## config.mk

```make
export PLATFORM = sky130hd
export DESIGN_NAME = cbus_clint
export DESIGN_NICKNAME = d
export VERILOG_FILES = /design/src/rtl/cbus_clint_pkg.sv /design/src/rtl/cbus_clint_timer.sv /design/src/rtl/cbus_clint.sv
export SDC_FILE = /design/constraint.sdc
export NUM_CORES = 1
export LEC_CHECK = 0
export ABC_AREA = 1
export BUFFER_PORTS_ARGS = -buffer_cell sky130_fd_sc_hd__buf_4
export CORE_MARGIN = 2
export CORE_UTILIZATION = 45
export CTS_BUF_LIST = sky130_fd_sc_hd__clkbuf_8
export DETAILED_ROUTE_END_ITERATION = 10
export GPL_TIMING_DRIVEN = 0
export HOLD_SLACK_MARGIN = 0.05
export PLACE_DENSITY = 0.65
export SYNTH_ARGS = -nofsm -noshare
export SYNTH_HDL_FRONTEND = slang
export SYNTH_HIERARCHICAL = 1
export SYNTH_SLANG_ARGS = --single-unit
export TNS_END_PERCENT = 10
```

## constraint.sdc

```tcl
create_clock -name clk -period 2.7 [get_ports clk]
set_input_delay 0.135 -clock clk [delete_from_list [all_inputs] [get_ports clk]]
set_output_delay 0.135 -clock clk [all_outputs]
set_load 0.05 [all_outputs]
```

## src/rtl/cbus_clint_pkg.sv

```systemverilog
// Shared CBus types plus the CLINT register map, FSM states and byte-lane merge helper.
package cbus_clint_pkg;

    typedef logic [63:0] u64;
    typedef logic [7:0]  u8;

    typedef enum logic [1:0] {
        BURST_FIXED = 2'd0,
        BURST_INCR  = 2'd1,
        BURST_WRAP  = 2'd2
    } cbus_burst_t;

    // len encodes beats-1; wrap bursts rely on len+1 being a power of two
    localparam logic [3:0] MLEN1  = 4'd0;
    localparam logic [3:0] MLEN2  = 4'd1;
    localparam logic [3:0] MLEN4  = 4'd3;
    localparam logic [3:0] MLEN8  = 4'd7;
    localparam logic [3:0] MLEN16 = 4'd15;

    typedef struct packed {
        logic        valid;
        logic        is_write;
        logic [2:0]  size;
        logic [31:0] addr;
        logic [7:0]  strobe;
        logic [63:0] data;
        logic [3:0]  len;
        cbus_burst_t burst;
    } cbus_req_t;

    typedef struct packed {
        logic        ready;
        logic        last;
        logic [63:0] data;
    } cbus_resp_t;

    localparam logic [15:0] CLINT_OFS_MSIP     = 16'h0000;
    localparam logic [15:0] CLINT_OFS_MTIMECMP = 16'h4000;
    localparam logic [15:0] CLINT_OFS_MTIME    = 16'hBFF8;

    typedef enum logic {
        CLINT_IDLE   = 1'b0,
        CLINT_ACTIVE = 1'b1
    } clint_state_t;

    function automatic u64 strobe_merge(u64 old, u64 wdata, u8 strobe);
        u64 r;
        for (int i = 0; i < 8; i++) begin
            r[i*8 +: 8] = strobe[i] ? wdata[i*8 +: 8] : old[i*8 +: 8];
        end
        return r;
    endfunction

endpackage

```

## src/rtl/cbus_clint_timer.sv

```systemverilog
// CLINT timer: tick prescaler, free-running mtime with bus write override, registered trint compare.
module cbus_clint_timer
    import cbus_clint_pkg::*;
#(
    parameter int TICK_DIV = 1
) (
    input  logic clk,
    input  logic reset,
    input  logic wr_en_i,
    input  u64   wdata_i,
    input  u8    strobe_i,
    input  u64   mtimecmp_i,
    output u64   mtime_o,
    output logic trint_o
);

    localparam int TW = (TICK_DIV > 1) ? $clog2(TICK_DIV) : 1;
    localparam logic [TW-1:0] TICK_LAST = TW'(TICK_DIV - 1);

    logic [TW-1:0] tick_q, tick_d;
    u64            mtime_q, mtime_d;
    logic          trint_q;
    logic          tick_wrap;

    // a bus write replaces the value outright, swallowing any coincident tick
    always_comb begin
        tick_wrap = (tick_q == TICK_LAST);
        tick_d    = tick_wrap ? '0 : tick_q + 1'b1;
        mtime_d   = mtime_q;
        if (wr_en_i) begin
            mtime_d = strobe_merge(mtime_q, wdata_i, strobe_i);
        end else if (tick_wrap) begin
            mtime_d = mtime_q + 64'd1;
        end
    end

    always_ff @(posedge clk) begin
        if (!reset) begin
            tick_q  <= '0;
            mtime_q <= '0;
            trint_q <= 1'b0;
        end else begin
            tick_q  <= tick_d;
            mtime_q <= mtime_d;
            trint_q <= (mtime_q >= mtimecmp_i);
        end
    end

    assign mtime_o = mtime_q;
    assign trint_o = trint_q;

endmodule

```

## src/rtl/cbus_clint.sv

```systemverilog
// CBus responder for the CLINT: bus FSM, register decode, msip/mtimecmp storage.
//   state        | meaning
//   CLINT_IDLE   | ready=0, waiting for creq.valid to latch a request
//   CLINT_ACTIVE | one beat per cycle until last beat or valid drops
module cbus_clint
    import cbus_clint_pkg::*;
#(
    parameter int          TICK_DIV     = 1,
    parameter logic [15:0] OFS_MSIP     = CLINT_OFS_MSIP,
    parameter logic [15:0] OFS_MTIMECMP = CLINT_OFS_MTIMECMP,
    parameter logic [15:0] OFS_MTIME    = CLINT_OFS_MTIME
) (
    input  logic       clk,
    input  logic       reset,
    input  cbus_req_t  creq,
    output cbus_resp_t cresp,
    output logic       trint,
    output logic       swint
);

    clint_state_t state_q;
    logic [15:3]  addr_q, addr_d;
    logic [3:0]   len_q;
    logic [3:0]   beat_q;
    logic         wr_q;
    cbus_burst_t  burst_q;
    logic         msip_q;
    u64           mtimecmp_q;
    u64           mtime;
    u64           rdata;

    logic         sel_msip, sel_cmp, sel_mtime;
    logic         beat_wr, beat_last;
    logic [3:0]   wrap_idx;
    logic         unused_req_bits;

    assign unused_req_bits = ^{creq.size, creq.addr[31:16], creq.addr[2:0]};

    always_comb begin
        sel_msip  = (addr_q == OFS_MSIP[15:3]);
        sel_cmp   = (addr_q == OFS_MTIMECMP[15:3]);
        sel_mtime = (addr_q == OFS_MTIME[15:3]);
        beat_wr   = (state_q == CLINT_ACTIVE) && creq.valid && wr_q;
        beat_last = (beat_q == len_q);

        // wrap keeps the bits above the block, increments only the bits inside it
        wrap_idx = (addr_q[6:3] & ~len_q) | ((addr_q[6:3] + 4'd1) & len_q);
        case (burst_q)
            BURST_INCR: addr_d = addr_q + 13'd1;
            BURST_WRAP: addr_d = {addr_q[15:7], wrap_idx};
            default:    addr_d = addr_q;
        endcase

        rdata = '0;
        if (sel_msip) begin
            rdata = {63'd0, msip_q};
        end else if (sel_cmp) begin
            rdata = mtimecmp_q;
        end else if (sel_mtime) begin
            rdata = mtime;
        end

        cresp = '0;
        if (state_q == CLINT_ACTIVE) begin
            cresp.ready = 1'b1;
            cresp.last  = beat_last;
            cresp.data  = rdata;
        end
    end

    always_ff @(posedge clk) begin
        if (!reset) begin
            state_q    <= CLINT_IDLE;
            addr_q     <= '0;
            len_q      <= '0;
            beat_q     <= '0;
            wr_q       <= 1'b0;
            burst_q    <= BURST_FIXED;
            msip_q     <= 1'b0;
            mtimecmp_q <= '1;
        end else begin
            case (state_q)
                CLINT_IDLE: begin
                    if (creq.valid) begin
                        addr_q  <= creq.addr[15:3];
                        len_q   <= creq.len;
                        wr_q    <= creq.is_write;
                        burst_q <= creq.burst;
                        beat_q  <= '0;
                        state_q <= CLINT_ACTIVE;
                    end
                end
                CLINT_ACTIVE: begin
                    if (!creq.valid || beat_last) begin
                        state_q <= CLINT_IDLE;
                    end else begin
                        beat_q <= beat_q + 4'd1;
                        addr_q <= addr_d;
                    end
                end
                default: state_q <= CLINT_IDLE;
            endcase

            if (beat_wr && sel_msip && creq.strobe[0]) begin
                msip_q <= creq.data[0];
            end
            if (beat_wr && sel_cmp) begin
                mtimecmp_q <= strobe_merge(mtimecmp_q, creq.data, creq.strobe);
            end
        end
    end

    cbus_clint_timer #(
        .TICK_DIV (TICK_DIV)
    ) u_timer (
        .clk        (clk),
        .reset      (reset),
        .wr_en_i    (beat_wr && sel_mtime),
        .wdata_i    (creq.data),
        .strobe_i   (creq.strobe),
        .mtimecmp_i (mtimecmp_q),
        .mtime_o    (mtime),
        .trint_o    (trint)
    );

    assign swint = msip_q;

endmodule
```

## After elaboration in Yosys (flattened, before gate mapping)

Index checks and enable logic that the tools add are counted.

| storage, ports and cells | value |
|---|---|
| output and inout port bits | 68 |
| register bits | 156 |
| bits in latches | 0 |
| bits of input ports | 117 |
| memories kept | 0 |
| ROM bits | 0 |
| word-level logic and storage cells | 110 |
| bits in writable memories | 0 |

| cells by class | value |
|---|---|
| div/mod/pow operators | 0 |
| equality and inequality tests | 19 |
| mux-type cells | 24 |
| shift-type cells | 0 |
| $mul | 0 |
| order comparisons | 1 |
| reductions and logical operators | 30 |
| add/sub/neg operators | 5 |
| bitwise gates (word level) | 5 |

Operators by type and width:

| kind | number |
|---|---|
| $mux W64 | 5 |
| $mux W66 | 1 |
| $add A64 B1 Y64 const B | 1 |
| $ge A64 B64 Y1 | 1 |
| $mux W8 | 8 |
| $pmux W13 S2 | 2 |
| $reduce_and A2 Y1 | 19 |
| $mux W13 | 2 |
| $ne A2 B2 Y1 const B | 11 |
| $add A13 B1 Y13 const B | 1 |
| $eq A13 B12 Y1 const B | 1 |
| $eq A13 B13 Y1 const B | 1 |
| $logic_not A13 Y1 | 1 |
| $add A4 B1 Y4 const B | 2 |
| $and A4 B4 Y4 | 2 |
| $mux W4 | 2 |
| $pmux W4 S2 | 1 |
| $logic_and A1 B1 Y1 | 6 |
| $eq A4 B4 Y1 | 1 |
| $ne A2 B1 Y1 const B | 2 |
| $not A4 Y4 | 1 |
| $or A4 B4 Y4 | 1 |
| $reduce_and A4 Y1 | 1 |
| $ne A3 B1 Y1 const B | 1 |
| 9 further kinds | 10 |

## Logic depth before layout (Yosys ltp)

| logic depth | value |
|---|---|
| depth in word-level cells | 6 |
| gate-level depth with buffers | 15 |
| depth with buffers taken out | 15 |

## By module

The synthesis kept the hierarchy.

By module, submodules not included:

| module | times used | sequential area each (um^2) | cells an instance | area each (um^2) |
|---|---|---|---|---|
| cbus_clint_timer | 1 | 1321.3 | 1228 | 7028.0 |
| cbus_clint | 1 | 1801.7 | 997 | 5735.5 |

## Worst setup path before layout

Ideal clock, no wire load.

| timing path | value |
|---|---|
| path kind | register to output |
| start | reg addr_q[3] in the netlist's numbering |
| end | out cresp[0] in the netlist's numbering |
| slack | 412 ps |
| buffers on the path | 1 |
| arrival time | 2153 ps |
| cell stages (with the launch flop) | 11 |
| required time | 2565 ps |
| path through | dfxtp_1 ha_1 nand3_2 nor2_2 nand2_1 nor2_1 nand2_1 clkinv_2 buf_6 nand3_1 a21oi_1 |

RTL lines:

| element | line | RTL |
|---|---|---|
| start, declared | cbus_clint.sv:22 | `logic [15:3] addr_q, addr_d;` |
| start signal, assigned | cbus_clint.sv:85 | `addr_q <= creq.addr[15:3];` |
| start signal, assigned | cbus_clint.sv:98 | `addr_q <= addr_d;` |
| end, declared | cbus_clint.sv:16 | `output cbus_resp_t cresp,` |

## Final worst setup path

| timing path | value |
|---|---|
| start | in reset |
| end | reg mtimecmp_q[47] |

RTL lines:

| element | line | RTL |
|---|---|---|
| start, declared | cbus_clint.sv:14 | `input logic reset,` |
| end signal, assigned | cbus_clint.sv:108 | `mtimecmp_q <= strobe_merge(mtimecmp_q, creq.data, creq.strobe);` |
| end, declared | cbus_clint.sv:28 | `u64 mtimecmp_q;` |

No word-level cell between the ends.

==> results by group <==
Timing
  – Fin. max-slew vios: 0
  – Setup_tns: -337.1 ps
  – Final Setup Violations: 10
  – Fin Hold WS: 85.34 ps
  – FMAX: 359.8 MHz
  – Final worst slack: -79.05 ps
  – RSZ-0062 raised after global routing: true
  – Clock skew: 13.40 ps
  – Number of hold violations in the final report: 0
  – Slew headroom: 16.42%
  – Tcrit/Tclk final: 102.9%
  – Worst-margin pin slew: 1254 ps
  – Tmin final: 2779 ps

Clock tree
  – CTS buffer count: 17
  – Clock Path Buffers: 2
  – # clock sinks: 156
  – Reg clk slew, reported paths: 90 ps
  – CTS tree: built
  – H-tree Lvls: 4
  – Clock tree root driver cell: clkbuf_8
  – Clk_lat worst skew: 490 ps

Route
  – Number of vias per cell: 5.258
  – TritonRoute pass-1 iters: 6
  – Remaining DRCs: 0
  – Vias: 15.22k
  – Total Routed Length: 51.19 mm
  – Post-detailed-route count of antenna-violating nets: 0
  – WL per Instance: 17.68 µm
  – DRT iter0 DRCs: 1,329

Global routing
  – Gr ovfl total: 0
  – Vias in the first global route: 13.53k
  – GRT Total Usage: 33.93%
  – First-pass GRT wire length: 75.84 mm
  – Initial antenna violation count: 0
  – Largest net degree at the start of global routing: 17

Yosys
  – Asr flop ratio synth: 0%
  – Ys flop type: dfxtp_1
  – Syn Std Cell Area: 0.01276 mm²
  – Register area share after synthesis: 24.47%
  – Syn nets: 2,410
  – EDFF count, synth: 0
  – #FFs+latches synth: 156
  – Cells after synthesis: 2,225
  – Distinct cells, synth: 48
  – Yosys warns: 6
  – Avg Cell Area, Syn: 5.736 µm²

Finish
  – Nets: 2,689
  – Final Instance Count excl. Fillers: 2,895
  – Most common cell after layout, fill and taps aside: nand2_1
  – N_diodes: 0
  – Share of cells above drive strength 1: 13.98%
  – Commonest non-fill, non-tap cells in the layout: 702 x nand2_1, 386 x nor2_1, 259 x inv_1, 161 x nand3_1, 160 x buf_4
  – Final core occ: 58.26%
  – P&R area growth vs syn: 27.15%

Placed design
  – GPL Wtd Cong: 0.9770
  – Buffers on Ports: 162
  – Final HPWL DP: 38.83 mm
  – DP Cell Count: 2,765

Critical path
  – Crit path DAT: 3100 ps
  – Max Fanout on Critical Path: 10
  – Setup crit end kind: register
  – Crit-path cells: dlygate4sd3_1 -> buf_4 -> clkbuf_1 -> clkbuf_1 -> clkbuf_1 -> nand3_1
  – Setup CP Type: input pin to register
  – Critical Path RT: 3020 ps
  – Startpoint Class: input pin
  – Most used cell, CP: clkbuf_1
  – CP max stage cell: clkbuf_1
  – Max stage delay on crit path: 970 ps

Floorplan
  – Num rows: 61
  – Chip Width: 172.4 µm
  – CORE AREA: 0.02786 mm²
  – Die Y: 172.4 µm
  – Starting density of the core: 45.82%
  – Io pins: 185
  – Die ar.: 0.02973 mm²

Power and ir drop
  – Leakage: 8.762 nW
  – Final Power: 5.662 mW
  – Pwr dens: 348.9 mW/mm²
  – VDD IR max: 0.3491 mV

Flow run
  – Max-cap violations: 0

Status
  – Failing checks: negative setup slack
  – Outcome: finished, violations left

Worst hold path
  – Min-Delay Path Class: input pin to register
## layout make-up
class | instances | area [µm²]
clock inverters | 14 | 240.2
clock buffers | 18 | 247.7
plain buffers | 89 | 566.8
repair buffers | 260 | 2308
flip-flops and latches | 156 | 3128
well taps | 378 | 473.0
fillers | 2869 | 11630
multi-input cells | 1700 | 8205
inverters | 280 | 1060
## logic make-up (layout without fill, tap and decap cells)
group | after synthesis | after routing | synth area share (%)
AO/OA/AOI/OAI | 213 | 213 | 9.225
AND/OR/NAND/NOR | 1409 | 1409 | 46.98
adder cells (fa/ha/maj) | 68 | 68 | 6.666
other | 1 | 1 | 0.02938
buffers and inverters | 369 | 661 | 12.02
flip-flops | 156 | 156 | 24.47
XOR/XNOR | 9 | 9 | 0.6176
## cell usage after synthesis (6+ instances only)
cell type / number / area share [%]
o22ai_1: 8 / 0.39
a211oi_1: 11 / 0.65
xor2_1: 8 / 0.55
dfxtp_1: 156 / 24
nand2_2: 7 / 0.34
clkbuf_1: 40 / 1.2
or2_2: 18 / 0.88
inv_1: 266 / 7.8
o21ai_1: 6 / 0.24
nor3_1: 10 / 0.39
inv_2: 11 / 0.32
nor2_4: 6 / 0.53
nor2_2: 9 / 0.44
o21ai_0: 76 / 3.0
nand3_1: 163 / 6.4
ha_1: 68 / 6.7
buf_2: 25 / 0.98
nand2_1: 706 / 21
a21oi_1: 88 / 3.5
buf_4: 7 / 0.41
buf_6: 12 / 1.1
nand4_1: 81 / 4.0
nor2_1: 391 / 11
## worst max-delay path, delay by kind of cell
family	cells	cell delay [ps]
buf+inv	5	2760
simple gates	1	180
## path summary, 6_finish.rpt
kind | cells after the start | to | slack (ps) | startpoint
worst max-delay path | 6 | mtimecmp_q[47] | -80 | reset
worst min-delay path | 5 | u_timer/mtime_o[15] | 90 | creq[71]
worst max register to register | 7 | mtimecmp_q[8] | 160 | state_q
worst min register to register | 2 | mtimecmp_q[31] | 490 | mtimecmp_q[31]
## per-stage QoR
step | setup WS [ps] | instance area [µm²]
final | -79.05 | 16230
after global routing | -42.44 | 16230
after CTS | 10.27 | 15950
after detailed placement | -282.3 | 14450
after global placement | -228.6 | 14450
after floorplan | 412.3 | 12760
## power breakdown
part | total (mW) | internal [mW] | switching, mW | leakage (nW)
combinational | 0.948 | 0.391 | 0.557 | 7.25
sequential | 2.45 | 2.36 | 0.0904 | 1.27
clock | 2.27 | 1.22 | 1.04 | 0.240
total | 5.66 | 3.97 | 1.69 | 8.76
## repair_timing
| action | in CTS | in global routing |
|---|---|---|
| buffers inserted | 6 | 3 |
| endpoints found under the hold margin | 139 | 0 |
| hold buffers | 88 | 0 |
| pin swaps | 1 | 5 |
| resized for setup | 26 | 78 |
| endpoints found under the setup margin | 126 | 162 |
| gates cloned | 0 | 1 |
## flip-flops by register name, summed over array words and instances (netlist names), named ones only
name	flops
wr_q	1
len_q	4
u_timer/trint_o	1
mtimecmp_q	64
state_q	1
addr_q	10
beat_q	4
u_timer/tick_q	1
burst_q	2
u_timer/mtime_o	64
swint	1
## layer usage
layer / global-route usage (%) / share of wire [%]
met3: 5.219 / 7.1
met5: 0 / 0
met2: 56.09 / 45
met1: 44.73 / 44
met4: 12.28 / 3.5
(Power assumes the default switching activity.)
